`src/rtl/fuvrf_loader.sv`:
```
// FUVRF port-B writer: assembles address-tagged entries from the byte-serial
// config bus and writes each completed entry into the dual-port FUVRF RAM.
module fuvrf_loader #(
  parameter int unsigned M                  = 8,
  parameter int unsigned DATA_WIDTH         = 32,
  parameter int unsigned FUVRF_SIZE         = 4,
  parameter int unsigned PERSONAL_CONFIG_ID = 0,
  localparam int unsigned MEM_WIDTH         = M * DATA_WIDTH,
  localparam int unsigned AW                = $clog2(FUVRF_SIZE)
) (
  input  logic                 clk,
  input  logic                 resetn,
  input  logic                 tracing,
  input  logic [7:0]           configId,
  input  logic [7:0]           configData,
  output logic [AW-1:0]        mem_address_b,
  output logic [MEM_WIDTH-1:0] mem_in_b,
  output logic                 mem_write_enable_b,
  output logic                 busy,
  output logic                 frame_error,
  output logic [7:0]           write_count
);

  localparam int unsigned BYTES_PER_ENTRY = MEM_WIDTH / 8;
  localparam int unsigned CW              = $clog2(BYTES_PER_ENTRY + 1);

  localparam logic [1:0] IDLE  = 2'd0;
  localparam logic [1:0] DATA  = 2'd1;
  localparam logic [1:0] WRITE = 2'd2;

  logic [1:0]           state_q, state_d;
  logic [AW-1:0]        addr_q, addr_d;
  logic                 bad_q, bad_d;
  logic [CW-1:0]        cnt_q, cnt_d;
  logic [MEM_WIDTH-1:0] asm_q, asm_d;
  logic [AW-1:0]        mem_address_d;
  logic [MEM_WIDTH-1:0] mem_in_d;
  logic                 wren_d;
  logic                 busy_d;
  logic                 ferr_d;
  logic [7:0]           wc_d;

  logic                 accept_c;
  logic                 addr_bad_c;
  logic [MEM_WIDTH-1:0] shifted_c;

  assign accept_c   = (configId == 8'(PERSONAL_CONFIG_ID)) && !tracing;
  assign addr_bad_c = 32'(configData) >= 32'(FUVRF_SIZE);
  // MSB-first assembly: the first data byte ends up in the top byte lane
  assign shifted_c  = (asm_q << 8) | MEM_WIDTH'(configData);

  // Next-state and next-output logic; the write strobe is raised on the
  // edge that enters WRITE so it is visible for exactly the WRITE cycle.
  always_comb begin
    state_d       = state_q;
    addr_d        = addr_q;
    bad_d         = bad_q;
    cnt_d         = cnt_q;
    asm_d         = asm_q;
    mem_address_d = mem_address_b;
    mem_in_d      = mem_in_b;
    wren_d        = 1'b0;
    ferr_d        = frame_error;
    wc_d          = write_count;

    case (state_q)
      IDLE, WRITE: begin
        // A byte arriving during WRITE starts the next frame without loss
        if (accept_c) begin
          addr_d  = configData[AW-1:0];
          bad_d   = addr_bad_c;
          cnt_d   = '0;
          ferr_d  = 1'b0;
          state_d = DATA;
        end else begin
          state_d = IDLE;
        end
      end
      DATA: begin
        if (tracing) begin
          state_d = IDLE;
          ferr_d  = 1'b1;
        end else if (accept_c) begin
          asm_d = shifted_c;
          cnt_d = cnt_q + CW'(1);
          if (cnt_q == CW'(BYTES_PER_ENTRY - 1)) begin
            state_d = WRITE;
            if (!bad_q) begin
              wren_d        = 1'b1;
              mem_address_d = addr_q;
              mem_in_d      = shifted_c;
              if (write_count != 8'hFF) wc_d = write_count + 8'd1;
            end else begin
              ferr_d = 1'b1;
            end
          end
        end
      end
      default: state_d = IDLE;
    endcase

    busy_d = (state_d != IDLE);
  end

  // State and registered outputs
  always_ff @(posedge clk or negedge resetn) begin
    if (!resetn) begin
      state_q            <= IDLE;
      addr_q             <= '0;
      bad_q              <= 1'b0;
      cnt_q              <= '0;
      asm_q              <= '0;
      mem_address_b      <= '0;
      mem_in_b           <= '0;
      mem_write_enable_b <= 1'b0;
      busy               <= 1'b0;
      frame_error        <= 1'b0;
      write_count        <= '0;
    end else begin
      state_q            <= state_d;
      addr_q             <= addr_d;
      bad_q              <= bad_d;
      cnt_q              <= cnt_d;
      asm_q              <= asm_d;
      mem_address_b      <= mem_address_d;
      mem_in_b           <= mem_in_d;
      mem_write_enable_b <= wren_d;
      busy               <= busy_d;
      frame_error        <= ferr_d;
      write_count        <= wc_d;
    end
  end

endmodule
```
`config.mk`:
```
export PLATFORM = sky130hd
export DESIGN_NAME = fuvrf_loader
export DESIGN_NICKNAME = d
export VERILOG_FILES = /design/src/rtl/fuvrf_loader.sv
export SDC_FILE = /design/constraint.sdc
export NUM_CORES = 1
export LEC_CHECK = 0
export BUFFER_PORTS_ARGS = -buffer_cell sky130_fd_sc_hd__buf_2
export CAP_MARGIN = 40
export CORE_MARGIN = 4
export CORE_UTILIZATION = 35
export CTS_CLUSTER_SIZE = 16
export DETAILED_ROUTE_END_ITERATION = 10
export HOLD_SLACK_MARGIN = 0.03
export SLEW_MARGIN = 20
export SYNTH_ARGS = -nofsm -noshare
export SYNTH_HDL_FRONTEND = slang
export SYNTH_SLANG_ARGS = --single-unit
```
`constraint.sdc`:
```
create_clock -name clk -period 2.8 [get_ports clk]
set_clock_uncertainty 0.1 [all_clocks]
set_input_delay 0.28 -clock clk [delete_from_list [all_inputs] [get_ports clk]]
set_output_delay 0.28 -clock clk [all_outputs]
set_load 0.02 [all_outputs]
```
; ---- Word-level counts from Yosys, hierarchy flattened
; Cells that the tools add are included.
[word_totals]
reg_bits = 528
inputBits = 19
word_cells = 60
[op_classes]
addsub = 2
n_lt_le_gt_ge = 1
eq_ne = 10
mux = 20
bitwise_logic = 3
n_reduce_logical = 13
[ops]
columns = op, n
row1 = bitwise OR 256 x 8 -> 256 bit, 1
row2 = two-way mux 6 bit, 3
row3 = case mux 6 bit (2 select lines), 1
row4 = two-way mux 1 bit, 11
row5 = AND reduction 5 bit, 2
row6 = != test 3 bit (second input constant), 3
row7 = adder 8 x 1 -> 8 bit (second input constant), 1
row8 = >= comparator 8 x 3 -> 1 bit (second input constant), 1
row9 = zero test 8 bit, 1
row10 = != test 8 bit (second input constant), 1
row11 = adder 6 x 1 -> 6 bit (second input constant), 1
row12 = == test 6 x 5 -> 1 bit (second input constant), 1
row13 = two-way mux 2 bit, 3
row14 = != test 2 bit (second input constant), 3
row15 = AND reduction 6 bit, 1
row16 = case mux 2 bit (2 select lines), 1
row17 = AND reduction 4 bit, 1
row18 = nonzero test 2 bit, 2
row19 = AND reduction 3 bit, 1
row20 = == test 2 x 1 -> 1 bit (second input constant), 1
row21 = == test 2 bit (second input constant), 1
row22 = zero test 2 bit, 1
row23 = inverter 1 bit, 2
row24 = case mux 1 bit (2 select lines), 1
row25 = 4 further kinds, 4

; ---- Logic depth before layout (Yosys ltp)
; Gate-level depths: netlist of the first run.
[depth]
ltp_word = 6
depth_mapped = 7

; ---- Worst setup path before layout of the first run
; Ideal clock, no wire load.
[synth_path]
kind = input -> register
start = input configId[5]
end = register mem_in_b[148]
setup_ps = 128
arrival_ps = 2291
required_time_ps = 2572
slack_ps = 282
cell_stages = 6
n_path_buf = 2
cell_sequence = or4_1 > or3_1 > nor4_4 > buf_4 > buf_4 > mux2_1
[synth_via]
elab_chain_cells = 3
[synth_rtl]
columns = element, line
row1 = from (decl), 14  ; input logic [7:0] configId,
row2 = zero test 8 bit, 47  ; assign accept_c = (configId == 8'(PERSONAL_CONFIG_ID)) && !tracing;
row3 = logical AND 1 bit, 47
row4 = AND reduction 5 bit (no source line), n/a
row5 = to (signal assigned), 126  ; mem_in_b <= mem_in_d;
row6 = to (decl), 17  ; output logic [MEM_WIDTH-1:0] mem_in_b,
; Every way passes these cells.
; A chain may end at the register's enable or synchronous reset.

; ---- Worst setup path in the final report of the first run
[layout_path]
start = input configId[6]
end = register mem_in_b[104]
; The elaborated chain is that of the path after synthesis.

==> results of run 1 <==
critical path, delay by kind of cell:
family	cells	cell delay, ps
AND/OR/NAND/NOR	3	1140
multiplexers	1	360
buffers and inverters	4	1160
state kept, by name, summed over array words and instances (netlist names):
name	count
asm_q	248
bad_q	1
busy	1
cnt_q	6
mem_write_enable_b	1
state_q	2
frame_error	1
mem_address_b	2
addr_q	2
write_count	8
mem_in_b	256
placed cells by master, fill, tap and decap left out, types with 2 or more instances in the layout:
cell type | netlist | final
nor4_1 | 6 | 5
buf_4 | 24 | 33
or3_1 | 5 | 5
o31ai_1 | 3 | 3
mux2_1 | 209 | 209
or4_1 | 4 | 4
inv_1 | 4 | 4
clkbuf_1 | 19 | 16
nand3_1 | 6 | 6
dlygate4sd3_1 | 0 | 12
nand2_1 | 5 | 5
clkbuf_16 | 0 | 57
nor3_1 | 4 | 3
bufinv_16 | 0 | 4
buf_2 | 13 | 286
o21ai_0 | 8 | 8
and4_1 | 2 | 2
or2_2 | 2 | 2
dfrtp_1 | 528 | 528
buf_12 | 0 | 16
nor2_1 | 3 | 3
nand2b_1 | 3 | 3
inv_6 | 0 | 2
clkinv_2 | 0 | 5
clkbuf_8 | 0 | 14
a21oi_1 | 4 | 4
xor2_1 | 6 | 6
mux2_2 | 301 | 301
ha_1 | 2 | 2
path summary, 6_finish.rpt:
| check | end | cells past startpoint | start | slack [ps] |
|---|---|---|---|---|
| max | mem_in_b[104] | 8 | configId[6] | 180 |
| max reg2reg | mem_in_b[104] | 7 | cnt_q[1] | 440 |
| min | frame_error | 4 | configId[5] | 110 |
| min reg2reg | mem_in_b[212] | 1 | mem_in_b[212] | 380 |
| min in group asynchronous | mem_in_b[250] | 2 | resetn | 150 |
| max in group asynchronous | asm_q[110] | 3 | resetn | 1530 |
final cells by class:
| cell class | instances | area (um2) | share of cell area, % |
|---|---|---|---|
| Timing Repair Buffer | 348 | 2130 | 8.76 |
| Sequential cell | 528 | 13200 | 54.2 |
| Clock inverter | 12 | 170 | 0.698 |
| Multi-Input combinational cell | 581 | 6220 | 25.5 |
| Inverter | 4 | 15.0 | 0.0616 |
| Clock buffer | 87 | 1680 | 6.89 |
| Tap cell | 748 | 936 | 3.84 |
routing by layer:
metal  GRT usage, %  routed length (um)
met1           19.3               19100
met2           22.4               19700
met3           4.98                3230
met4           3.50                 803
met5              0                   0
metrics by stage:
stage | setup WS [ps] | power [mW] | hold slack [ps] | utilization [%] | cell area [um2]
final | 178 | 15.3 | 109 | 43.9 | 24400
after global routing | 132 | 15.8 | 116 | 43.9 | 24400
after CTS | 210 | 15.5 | 53.1 | 43.9 | 24400
after detailed placement | 4.69 | 8.00 | 181 | 40.3 | 22400
after global placement | 16.9 | 7.99 | 181 | 40.3 | 22400
after floorplan | 282 | 7.79 | -116 | - | 19800
Yosys cell counts (all sizes together) (4+ instances only):
master / number
nor4: 7
clkbuf: 19
nor3: 4
xor2: 6
or4: 4
mux2: 510
a21oi: 4
dfrtp: 528
nand2: 5
inv: 4
or3: 5
buf: 38
nand3: 6
o21ai: 8
kinds of logic after synthesis:
logic type      Yosys count
compound gates           19
xor+xnor                  6
flops                   528
simple gates             44
mux                     510
buf+inv                  61
fa+ha+maj                 2
report_power, final:
part	total, mW	internal [mW]	switching, mW	leakage, nW
registers	7.64	7.63	0.00285	7.37
clock network	7.40	4.46	2.94	0.907
logic	0.219	0.0469	0.172	5.04
repair_timing:
item | 4_1_cts | 5_1_grt
hold endpoints to repair | 196 | 0
hold buffers | 12 | 0
buffers inserted | 0 | 0
==> metrics.txt, run 1 <==
layout cells sized above 1 46.5%; Top FF cell, synth dfrtp_1; largest family of logic cells by synthesized area multiplexers; RSZ-0062 raised after global routing false; RePlAce Congestion ~0.76; post-route minimum period between 2000 and 3000 ps; synthesized instance count around 1200; area grow syn2layout 23.3%; count of max-cap constraint violations 0; initial antenna violation count 0; Routed Antenna Nets 0; row cnt 86; Simple-Gate Fraction of Synth Area 1.36%; post-synthesis mux area share a little under 30%; Residual DRC 0; Netlist cell types 31; PD cells 626 mW/mm2; DR vias 10800; fin. max-slew vios 0; fin cells 2308; slowest cell delay on critical path approximately 530 ps; Synth top area share 66.9%; Synth area leader dfrtp_1; worst path cell trace dlygate4sd3_1, buf_2, or4_1, or3_1, nor4_4, buf_12, buf_12, mux2_1; Max Fclk 0.381 GHz; filler cell count 5066; final-report hold violation count 0; most frequent CP cell buf_12; clk slew on worst S/H paths approximately 60 ps; Post-Synth XOR/XNOR Area 0.266%; Area contributors post-synth dfrtp_1, mux2_2, mux2_1; first-pass GRT wire length 69.1 mm; total core area ~0.056 mm2; DIE AREA 0.0603 mm2; CP Launch Type primary input; Least-Margin Pin Slew 583 ps; Initial DRC Count roughly 420; maximum clock path buffer count 3; Peak VDD IR 0.421 mV; # setup viols final 0; largest net degree at the start of global routing 82; Crit path arrival time 2970 ps; HPWL after detailed placement 29.6 mm; number of synthesized flops with an enable pin 0; Mean Syn Cell Area 16.9 um2; data required time of the worst path 3150 ps; grt ovf 0; Slew HR between 60% and 70%; IO buf count 287; DR pass1 iterations 4; setup TNS 0 ps; Yosys warning total 0; number of CTS-inserted buffers 55; Tcrit/Tclk final 93.6%; CTS H-Tree Depth 2; number of top-level pins 288; Vias/cell roughly 4.7; Post-Route WL 42.8 mm; worst skew pair latency 580 ps; antenna cells 0; worst hold path type primary input to flip-flop; Synth Area in Compound Gates less than 1%; Die H 246 um; CTS tree yes; CTS resizes 0; Leak Pwr 13.3 nW; Adder-Cell Fraction of Synth Area 0.127%; initial core utilization 35.6%; Critical Path End Type flip-flop; fin nets 1539; total track usage 14.3%; async set-reset flop share out of synthesis 100%; CP max-delay cell dlygate4sd3_1; mapped cell area 0.0198 mm2; CTS sink count 528; Seq/Total Area, Yosys 66.9%; CP max FO 32; post-synthesis net count 1191; vias in the first global route 11600; Placed Cells 2197; WS Path Type primary input to flip-flop; die width 246 um; clock root cell clkbuf_16; DR WL/cell 18.6 um; status complete, no violations; synthesized flop and latch total 528
Note: power is estimated with default switching activity, not from simulation.
==> inputs of run 2 (changes only) <==
--- a/config.mk
+++ b/config.mk
@@ -7,11 +7,11 @@
 export LEC_CHECK = 0
 export BUFFER_PORTS_ARGS = -buffer_cell sky130_fd_sc_hd__buf_2
 export CAP_MARGIN = 40
+export CORE_ASPECT_RATIO = 1.5
 export CORE_MARGIN = 4
 export CORE_UTILIZATION = 35
 export CTS_CLUSTER_SIZE = 16
 export DETAILED_ROUTE_END_ITERATION = 10
-export HOLD_SLACK_MARGIN = 0.03
 export SLEW_MARGIN = 20
 export SYNTH_ARGS = -nofsm -noshare
 export SYNTH_HDL_FRONTEND = slang
==> constraint.sdc (replaced) <==
create_clock -name clk -period 2.6 [get_ports clk]
set_clock_uncertainty 0.1 [all_clocks]
set_input_delay 0.26 -clock clk [delete_from_list [all_inputs] [get_ports clk]]
set_output_delay 0.26 -clock clk [all_outputs]
set_load 0.02 [all_outputs]
==> run 2 against run 1 <==
Effect of this change: core utilization about the same; critical endpoint is now mem_in_b[12]; first-iteration DRC count shrank 13%; critical path depth down 1; setup slack improved by 110 ps; routed wire length up 2.7%.
==> metrics.txt, run 2 (synthesis gave the netlist of run 1 again) <==
status complete, no violations; vias in the first global route 11900 (+2.1%); most frequent CP cell buf_12; Psw 3.31 mW (+6.1%); Pint 12.7 mW (+5.0%); most frequent cells in the layout dfrtp_1, mux2_2, buf_2, mux2_1, clkbuf_16; CTS tree yes; Reg with most FFs mem_in_b; CP Launch Type flip-flop; Worst Path Buf+Inv 2 (-2); most common cell after layout, fill and taps aside dfrtp_1; Crit path arrival time 2660 ps (-310 ps); Die H 299 um (+22%); worst path cell trace ha_1, and4_1, nand2b_1, nor4_4, buf_12, buf_12, mux2_1; largest net degree at the start of global routing 70 (-15%); worst hold path type primary input to flip-flop; RSZ-0062 raised after global routing false; DR pass1 iterations 4 (unchanged); filler cell count 5044 (-0.43%); fin. max-slew vios 0 (unchanged); post-route minimum period 2310 ps; maximum clock path buffer count 3 (unchanged); Net Sw Frac 20.6% (+0.17 points); number of CTS-inserted buffers 50 (-9.1%); crit-path leading delay family simple AND/OR/NAND/NOR gates; row cnt 106 (+23%); Tcrit/Tclk final 89.0%; total track usage 14.6% (+0.35 points); Vias/cell 4.66 (-0.61%); final-report hold violation count 0 (unchanged); DR vias 10900 (+0.17%); Residual DRC 0 (unchanged); HPWL after detailed placement 31.4 mm (+6.0%); sequential share of power 51.2% (+1.1 points); area grow syn2layout 24.1%; die width 202 um (-18%); RePlAce Congestion 0.748 (-1.1%); worst skew pair latency 570 ps (about the same); data required time of the worst path 2940 ps (-210 ps); number of top-level pins 288 (unchanged); IO buf count 287 (unchanged); grt ovf 0 (unchanged); Peak VDD IR 0.507 mV (+20%); Placed Cells 2226 (+1.3%); Clock Power Share 47.3% (-1.2 points); DR WL/cell 18.9 um (+2.0%); number of flip-flops in the largest register 256 (unchanged); CTS H-Tree Depth 2 (unchanged); CTS resizes 0 (unchanged); Critical Path End Type flip-flop; Post-Route WL 44.0 mm (+2.7%); fin nets 1553 (+0.91%); clock root cell clkbuf_16; total core area 0.0558 mm2 (+0.56%); Least-Margin Pin Slew 681 ps (+97.0 ps); PD cells 655 mW/mm2 (+4.5%); initial antenna violation count 0 (unchanged); Leak Pwr 13.4 nW (+0.63%); first-pass GRT wire length 71.3 mm (+3.1%); antenna cells 0 (unchanged); Total Power 16.1 mW (+5.2%); fin cells 2326 (+0.78%); CP max-delay cell dfrtp_1; Slew HR 54.6% (-6.5 points); Routed Antenna Nets 0 (unchanged); CTS sink count 528 (unchanged); Max Fclk 0.432 GHz; DIE AREA 0.0604 mm2 (+0.13%); CP max FO 18 (-44%); Initial DRC Count 370 (-13%); largest registers mem_in_b (256), asm_q (248), write_count (8); clk slew on worst S/H paths 60 ps (about the same); count of max-cap constraint violations 0 (unchanged); # setup viols final 0 (unchanged); initial core utilization 35.4% (-0.20 points); slowest cell delay on critical path 380 ps (-150 ps); WS Path Type flip-flop to flip-flop; layout cells sized above 1 47.4% (+0.91 points); Comb power frac 1.5% (about the same)
## run 2: worst paths after layout
path	start	cells past startpoint	slack, ps	endpoint
worst max-delay path	cnt_q[0]	7	290	mem_in_b[12]
worst min-delay path	configId[0]	5	90	frame_error
worst max register to register	cnt_q[0]	7	290	mem_in_b[12]
worst min register to register	mem_in_b[37]	1	380	mem_in_b[37]
max in group asynchronous	resetn	3	1340	mem_in_b[236]
min in group asynchronous	resetn	2	190	mem_address_b[0]
## run 2: metrics by stage
step	hold WS (ps)	TNS, ps	worst slack, ps	util [%]	area (um2)
after floorplan	-136	0	102	-	19800
after global placement	203	-31470	-145	40.7	22700
after detailed placement	206	-42120	-202	40.7	22700
after CTS	54.3	0	257	43.9	24500
after global routing	131	0	153	43.9	24500
final	91.9	0	286	43.9	24500
## run 2: final cells by class
| class | count | area (um2) | area share (%) |
|---|---|---|---|
| multi-input combinational | 581 | 6220 | 25.4 |
| inverter | 4 | 15.0 | 0.0612 |
| timing repair buffer | 367 | 2410 | 9.83 |
| clock buffer | 73 | 1490 | 6.07 |
| tap | 756 | 946 | 3.86 |
| clock inverter | 17 | 228 | 0.929 |
| sequential | 528 | 13200 | 53.9 |
## run 2: power groups by stage
stage	Combinational, mW	Clock [mW]	Sequential, mW
after floorplan	0.00918	0	8.38
after global placement	0.242	0	8.37
after detailed placement	0.249	0	8.37
after CTS	0.262	7.87	8.22
after global routing	0.288	8.19	8.21
final	0.246	7.58	8.22
## run 2: per-layer routing
| layer | vias up | GRT usage, % | routed length [um] |
|---|---|---|---|
| met3 | 73 | 4.66 | 3050 |
| li1 | 4893 | - | - |
| met2 | 250 | 24.6 | 21600 |
| met1 | 5634 | 18.4 | 18400 |
| met5 | - | 0 | 0 |
| met4 | 0 | 3.83 | 998 |
## run 2: repair_timing
| action | 4_1_cts | 5_1_grt |
|---|---|---|
| buffers inserted | 0 | 0 |
| endpoints found under the hold margin | 73 | 0 |
| hold buffers | 10 | 0 |
## run 2: worst min-delay path: cells and delay by family
kind	cells	cell delay (ps)
and+or+nand+nor	2	200
AOI/OAI and AO/OA	2	160
buffers and inverters	1	80
